[config.mk]
export PLATFORM = sky130hd
export DESIGN_NAME = tuner_seq_ctrl
export DESIGN_NICKNAME = d
export VERILOG_FILES = /design/src/rtl/tuner_seq_pkg.sv /design/src/rtl/clk_div_en.sv /design/src/rtl/tuner_seq_ctrl.sv
export SDC_FILE = /design/constraint.sdc
export NUM_CORES = 1
export LEC_CHECK = 0
export ABC_AREA = 1
export CORE_MARGIN = 2
export CORE_UTILIZATION = 29
export CTS_CLUSTER_SIZE = 14
export DETAILED_ROUTE_END_ITERATION = 8
export PLACE_DENSITY = 0.7
export SYNTH_ARGS = -nofsm -noshare
export SYNTH_HDL_FRONTEND = slang
export SYNTH_SLANG_ARGS = --single-unit
export TNS_END_PERCENT = 100
[constraint.sdc]
create_clock -name clk_100 -period 1.5 [get_ports clk_100]
set_input_delay 0.225 -clock clk_100 [delete_from_list [all_inputs] [get_ports clk_100]]
set_output_delay 0.225 -clock clk_100 [all_outputs]
set_load 0.02 [all_outputs]
[src/rtl/tuner_seq_pkg.sv]
// Shared types for the tuner frame sequencer: state encoding and stage-index width helper.
package tuner_seq_pkg;

    typedef enum logic [2:0] {
        IDLE,
        CLEAR,
        RUN,
        GAP,
        FRAME_END,
        ERROR
    } seq_state_t;

    // Wide enough to hold every stage index plus the "no stage" value NUM_STAGES.
    function automatic int stg_w(input int n);
        return $clog2(n + 1);
    endfunction

endpackage

[src/rtl/clk_div_en.sv]
// Free-running divider producing the 50% duty microphone clock from clk_100.
module clk_div_en #(
    parameter int DIV = 52
) (
    input  logic clk_100,
    input  logic rst_n,
    output logic mic_clk
);

    localparam int CW = (DIV > 1) ? $clog2(DIV) : 1;

    logic [CW-1:0] div_cnt;

    always_ff @(posedge clk_100) begin
        if (!rst_n) begin
            div_cnt <= '0;
            mic_clk <= 1'b0;
        end else if (div_cnt == CW'(DIV - 1)) begin
            div_cnt <= '0;
            mic_clk <= ~mic_clk;
        end else begin
            div_cnt <= div_cnt + CW'(1);
        end
    end

endmodule

[src/rtl/tuner_seq_ctrl.sv]
// Frame sequencer: runs the stages in order with go/done handshakes and owns the shared memory port.
// Optional per-stage watchdog and ERROR state are built when TUNER_SEQ_WDOG_EN is defined.
module tuner_seq_ctrl
    import tuner_seq_pkg::*;
#(
    parameter int NUM_STAGES = 3,
    parameter int ADDR_W     = 11,
    parameter int DATA_W     = 10,
    parameter int FRAME_W    = 8,
    parameter int MIC_DIV    = 52
`ifdef TUNER_SEQ_WDOG_EN
    ,
    parameter int TIMEOUT_CYC = 2**20
`endif
) (
    input  logic                           clk_100,
    input  logic                           rst_n,
    input  logic                           start,
    input  logic                           continuous,
    input  logic                           stop,
    input  logic [NUM_STAGES-1:0]          stg_done,
    input  logic [NUM_STAGES*ADDR_W-1:0]   stg_addr,
    input  logic [NUM_STAGES-1:0]          stg_we,
    input  logic [NUM_STAGES*DATA_W-1:0]   stg_wdata,
    output logic [NUM_STAGES-1:0]          stg_go,
    output logic [ADDR_W-1:0]              mem_addr,
    output logic                           mem_we,
    output logic [DATA_W-1:0]              mem_wdata,
    output logic                           mem_clr_n,
    output logic                           busy,
    output logic [stg_w(NUM_STAGES)-1:0]   cur_stage,
    output logic [FRAME_W-1:0]             frame_cnt,
    output logic                           frame_done,
    output logic                           err_timeout,
    output logic                           mic_clk
);

    localparam int STG_W = stg_w(NUM_STAGES);
    localparam logic [STG_W-1:0] LAST_STG = STG_W'(NUM_STAGES - 1);
    localparam logic [STG_W-1:0] NO_STG   = STG_W'(NUM_STAGES);

    seq_state_t            state, state_nxt;
    logic [STG_W-1:0]      stage_idx, stage_nxt;
    logic [NUM_STAGES-1:0] stage_sel;
    logic                  done_act;
    logic                  stop_pending;
    logic                  cont_lat;
    logic                  wdog_hit;

    assign stage_sel = NUM_STAGES'(1) << stage_idx;
    assign done_act  = |(stg_done & stage_sel);

    always_ff @(posedge clk_100) begin
        if (!rst_n) begin
            state     <= IDLE;
            stage_idx <= '0;
        end else begin
            state     <= state_nxt;
            stage_idx <= stage_nxt;
        end
    end

    always_comb begin
        state_nxt = state;
        stage_nxt = stage_idx;
        case (state)
            IDLE:      if (start) state_nxt = CLEAR;
            CLEAR: begin
                state_nxt = RUN;
                stage_nxt = '0;
            end
            RUN: begin
                if (wdog_hit)      state_nxt = ERROR;
                else if (done_act) state_nxt = GAP;
            end
            GAP: begin
                if (wdog_hit) begin
                    state_nxt = ERROR;
                end else if (!done_act) begin
                    if (stage_idx == LAST_STG) begin
                        state_nxt = FRAME_END;
                    end else begin
                        state_nxt = RUN;
                        stage_nxt = stage_idx + STG_W'(1);
                    end
                end
            end
            FRAME_END: state_nxt = (cont_lat && !stop_pending) ? CLEAR : IDLE;
            ERROR:     if (start) state_nxt = CLEAR;
            default:   state_nxt = IDLE;
        endcase
    end

    // The memory port follows the active stage through RUN and GAP, but writes only in RUN.
    always_comb begin
        stg_go    = '0;
        mem_addr  = '0;
        mem_we    = 1'b0;
        mem_wdata = '0;
        cur_stage = NO_STG;
        if (state == RUN || state == GAP) begin
            cur_stage = stage_idx;
            for (int k = 0; k < NUM_STAGES; k++) begin
                if (stage_idx == STG_W'(k)) begin
                    mem_addr  = stg_addr[k*ADDR_W +: ADDR_W];
                    mem_wdata = stg_wdata[k*DATA_W +: DATA_W];
                    mem_we    = (state == RUN) && stg_we[k];
                end
            end
            if (state == RUN) stg_go = stage_sel;
        end
    end

    assign mem_clr_n  = (state != CLEAR);
    assign busy       = (state != IDLE);
    assign frame_done = (state == FRAME_END);

    always_ff @(posedge clk_100) begin
        if (!rst_n) begin
            stop_pending <= 1'b0;
            cont_lat     <= 1'b0;
            frame_cnt    <= '0;
        end else begin
            if (state_nxt == CLEAR && (state == IDLE || state == ERROR)) begin
                stop_pending <= (state == IDLE) ? stop : 1'b0;
            end else if (stop && state != IDLE && state != ERROR) begin
                stop_pending <= 1'b1;
            end
            if (state_nxt == CLEAR) cont_lat <= continuous;
            if (state == FRAME_END) frame_cnt <= frame_cnt + FRAME_W'(1);
        end
    end

`ifdef TUNER_SEQ_WDOG_EN
    localparam int WD_W = $clog2(TIMEOUT_CYC + 1);

    logic [WD_W-1:0] wdog_cnt;

    assign wdog_hit = (state == RUN || state == GAP) && (wdog_cnt == WD_W'(TIMEOUT_CYC - 1));

    // Each stage gets a fresh budget covering both its RUN and its done-release GAP.
    always_ff @(posedge clk_100) begin
        if (!rst_n) begin
            wdog_cnt    <= '0;
            err_timeout <= 1'b0;
        end else begin
            if (state_nxt == RUN && state != RUN) begin
                wdog_cnt <= '0;
            end else if (state == RUN || state == GAP) begin
                wdog_cnt <= wdog_cnt + WD_W'(1);
            end
            if (state == ERROR && start) begin
                err_timeout <= 1'b0;
            end else if (wdog_hit) begin
                err_timeout <= 1'b1;
            end
        end
    end
`else
    assign wdog_hit    = 1'b0;
    assign err_timeout = 1'b0;
`endif

    clk_div_en #(
        .DIV(MIC_DIV)
    ) u_mic_div (
        .clk_100(clk_100),
        .rst_n  (rst_n),
        .mic_clk(mic_clk)
    );

endmodule

* After elaboration in Yosys (flattened, before gate mapping)
Index checks and enable logic that the tools add are counted. Widths: inputs -> output; s select.
Word-level totals: logic and storage cells 73, input bits 74, register bits 22, output and inout port bits 40
Cells by class: muxes and demuxes 27, equal/unequal tests 13, add/subtract/negate cells 3, reductions and logical operators 19, bitwise logic cells 3, shift operators 1
Operators with widths (count):
- $mux 11 | 4
- $mux 10 | 4
- $mux 3 | 6
- $pmux 3 s5 | 1
- $add 8x1->8 const B | 1
- $mux 1 | 8
- $logic_and 1x1->1 | 7
- $add 6x1->6 const B | 1
- $eq 3x1->1 const B | 2
- $eq 3x2->1 const B | 2
- $eq 3x3->1 const B | 2
- $eq 6x6->1 const B | 1
- $mux 2 | 3
- $ne 2x2->1 const B | 2
- $pmux 2 s2 | 1
- $reduce_bool 2->1 | 2
- $reduce_or 2->1 | 2
- $and 3x3->3 | 1
- $logic_not 3->1 | 1
- $ne 3x1->1 const B | 1
- $ne 3x3->1 const B | 1
- $reduce_and 3->1 | 1
- $reduce_bool 3->1 | 1
- $reduce_or 3->1 | 1
- other kinds (8) | 10

* Longest topological paths before layout
depth in word-level cells 8, depth in mapped cells 11, gate-level depth less buffers 10

* Modules after synthesis
A second synthesis with hierarchy kept.
Second synthesis, totals: cells, all modules 276, area total of the unflattened synthesis 1699.1 um^2
By module, submodules not included:
- tuner_seq_ctrl | area an instance 1390.1 um^2, cells an instance 235, seq. area each 300.3 um^2, instances 1
- clk_div_en | area an instance 309.0 um^2, cells an instance 41, seq. area each 140.1 um^2, instances 1

* Worst setup path before layout
OpenSTA, ideal clock, no wires.
kind register to output, start reg stage_idx[0], end out mem_addr[2], arrival 1.533 ns, setup slack -0.258 ns, required time 1.275 ns, cell stages (with the launch flop) 8, path through dfxtp_1 -> inv_1 -> ha_1 -> buf_2 -> inv_1 -> clkbuf_1 -> o21ai_0 -> a21oi_1
Between the ends: word-level cells in the longest chain between the ends 5, elaborated cells on any way between the ends 7
RTL lines:
- from (decl) | RTL line tuner_seq_ctrl.sv:43 | logic [STG_W-1:0] stage_idx, stage_nxt;
- from (signal assigned) | RTL line tuner_seq_ctrl.sv:59 | stage_idx <= stage_nxt;
- $logic_not 2->1 | RTL line tuner_seq_ctrl.sv:104 | if (stage_idx == STG_W'(k)) begin
- $mux 11 (2 in series) | RTL line tuner_seq_ctrl.sv:104
- $mux 11 (*) | RTL line tuner_seq_ctrl.sv:104
- $mux 11 (*) | RTL line tuner_seq_ctrl.sv:101 | if (state == RUN || state == GAP) begin
- to (decl) | RTL line tuner_seq_ctrl.sv:26 | output logic [ADDR_W-1:0] mem_addr,
Mark *: on every way between the ends. The rest lies on a longest branch, timed or not.

* Worst setup path in the final report
start reg stage_idx[1], end out mem_wdata[5]
Between the ends: word-level cells in the longest chain between the ends 5, elaborated cells on any way between the ends 7
RTL lines:
- $logic_not 2->1 | RTL line tuner_seq_ctrl.sv:104
- $mux 10 (2 in series) | RTL line tuner_seq_ctrl.sv:104
- $mux 10 (*) | RTL line tuner_seq_ctrl.sv:104
- $mux 10 (*) | RTL line tuner_seq_ctrl.sv:101
- to (decl) | RTL line tuner_seq_ctrl.sv:28 | output logic [DATA_W-1:0] mem_wdata,
Marks and branches as above.

==> flow_summary.json <==
{
  "outcome": "finished, violations left",
  "crit_fanout": 6,
  "synthArstFlopShare": 0,
  "drv_slew": 0,
  "netlist.top_cell.by_area": "dfxtp_1",
  "max_freq_ghz": 0.529,
  "final_cell_mix": "74 x clkdlybuf4s50_1, 33 x buf_6, 27 x buf_4, 23 x nand2_1",
  "finalSetupViolations": 30,
  "failed_checks": "setup timing",
  "port_buffers": 112,
  "ys_seq_area_frac": 0.270,
  "dp_hpwl_um": 4930,
  "fp.dieArea_um2": 6250,
  "drive_gt1_frac": 0.495,
  "antenna_found_initial": 1,
  "synth_ff_type": "dfxtp_1",
  "synth.top_cell.area_share": 0.270,
  "grt_pass1_wl_um": 10900,
  "drt-initial-drc-count": 76,
  "fin_crit_ps": 1890,
  "syn_area_per_cell_um2": 6.33,
  "cts_tree": "built",
  "critPathKind": "reg2out",
  "ir_drop_uv": 915,
  "seq_area_um2": 455,
  "cts_htree_levels": 1,
  "routed_wl_um": 8930,
  "wl_per_cell_um": 18.6,
  "drtAntennaViolNets": 0,
  "timing.setup.tns_ps": -7980,
  "ys_seq_elements": 22,
  "clk_pin_slew_ps": 80,
  "drv_cap": 0,
  "hold_ws_ps": 446,
  "core_area_um2": 5470,
  "hold_viol_final": 0,
  "start_util": 0.298,
  "critPathLaunchType": "flip-flop",
  "syn_inst": 258,
  "num-fill-cells": 356,
  "fp.dieH_um": 79.0,
  "num_rows": 27,
  "syn_to_final_growth_pct": 147,
  "cts_hold_buf": 0,
  "synthDistinctLibCells": 32,
  "powerDensity_nw_per_um2": 1430,
  "cts_root_buffer": "clkbuf_8",
  "drc": 0,
  "viasPerCell": 5.00,
  "cp-end-kind": "output port",
  "vias": 2403,
  "syn_area_um2": 1630,
  "grt_overflow_total": 0,
  "fin_skew_ps": 3.29,
  "first_pass_iters": 4,
  "gp_congestion": 0.785,
  "grt_pass1_vias": 2265,
  "ioPinCount": 114,
  "multi_input_area_um2": 1610,
  "die_w_um": 79.0,
  "synth_nets": 337,
  "nets": 488,
  "yosysWarnings": 0,
  "rsz0062_at_grt": "yes",
  "clock_sinks": 22,
  "synth-edff-count": 0,
  "cts_buffer_depth": 2,
  "layout_setup_ws_ps": -389,
  "grt_max_degree": 24,
  "final_common_cell": "clkdlybuf4s50_1",
  "hold_path.class": "reg2reg",
  "synthTopCellsByArea": "dfxtp_1 27%, a21oi_1 16%, nand2_1 11%, o21ai_0 7.0%, nor2_1 5.3%",
  "grt_usage": 0.219,
  "arrival_ps": 1660,
  "leakage_uw": 0.00165,
  "clk_latency_ps": 260,
  "critical_path_required_ps": 1270,
  "fin_crit_sh": 1.26,
  "cts-buffers-inserted": 3
}
-- area by class of cell --
type	count	area share
Clock buffer	3	0.0102
Clock inverter	1	0.00744
Antenna cell	1	0.000620
Multi-Input combinational cell	198	0.400
Timing Repair Buffer	159	0.419
Tap cell	72	0.0223
Inverter	25	0.0276
Sequential cell	22	0.113
-- layer usage --
layer  GRT usage  vias to the layer above  part of all wire
li1            -                     1153                 -
met1       0.251                     1124              0.37
met2       0.416                      105              0.53
met3      0.0364                       21             0.068
met4      0.0603                        0             0.038
met5           0                        -                 0
-- Yosys cell counts (3+ instances only) --
cell type	instances
inv_1	19
a21oi_1	53
nand2_1	48
dfxtp_1	22
nand3_1	7
clkbuf_1	10
ha_1	5
o21ai_0	23
nor2_1	23
a21oi_2	3
xor2_1	4
nand2_2	9
inv_2	6
-- worst max-delay path: stages, from the launching register on --
cell and delay [ps]:
dfxtp_4 370, inv_4 50, ha_4 170, inv_4 60, nand2_4 50, inv_4 70
buf_12 120, buf_12 140, nand2_2 80, a21oi_4 150, buf_6 140
-- report_power, final --
group,switching (µW),total (µW),internal [µW]
Clock,193,549,357
Combinational,2400,4540,2140
Sequential,52.2,701,649
Total,2640,5790,3150
-- per-stage QoR --
step,power [µW],util,area (µm²),instances,setup slack (ps)
after floorplan,2410,-,1890,258,-19.6
after global placement,3540,0.598,3270,459,-506
after detailed placement,3580,0.598,3270,459,-566
after CTS,5030,0.673,3680,471,-326
after global routing,6010,0.738,4040,481,-424
final,5790,0.738,4040,481,-389
-- registers in the layout, indices dropped and copies added (netlist names) --
name,cells
u_mic_div.div_cnt,6
u_mic_div.mic_clk,1
cont_lat,1
frame_cnt,8
stop_pending,1
state,3
stage_idx,2
-- final timing paths --
check	from	end	slack, ps	cells past startpoint
worst max-delay path	stage_idx[1]$_SDFFE_PN0P_	mem_wdata[5]	-390	10
worst min-delay path	u_mic_div.div_cnt[0]$_SDFF_PP0_	u_mic_div.div_cnt[0]$_SDFF_PP0_	450	1
worst max register to register	stage_idx[1]$_SDFFE_PN0P_	cont_lat$_SDFFE_PN0N_	-130	10
worst min register to register	u_mic_div.div_cnt[0]$_SDFF_PP0_	u_mic_div.div_cnt[0]$_SDFF_PP0_	450	1
-- logic make-up (layout without fill, tap and decap cells) --
kind of cell	Yosys count	count (layout)	share of synthesized area
buf+inv	38	188	0.0912
simple gates	102	102	0.295
flops	22	22	0.270
fa+ha+maj	5	5	0.0383
xor+xnor	5	5	0.0268
other cells	1	2	0.00230
compound gates	85	85	0.277
-- what timing repair did --
| item | in CTS | in global routing |
|---|---|---|
| pin swaps | 6 | 22 |
| gates cloned | 2 | 3 |
| setup buffers | 6 | 8 |
| setup endpoints to repair | 43 | 42 |
| endpoints found under the hold margin | 0 | 0 |
| resized for setup | 256 | 65 |
No activity file was read; power rests on OpenSTA's default activity.
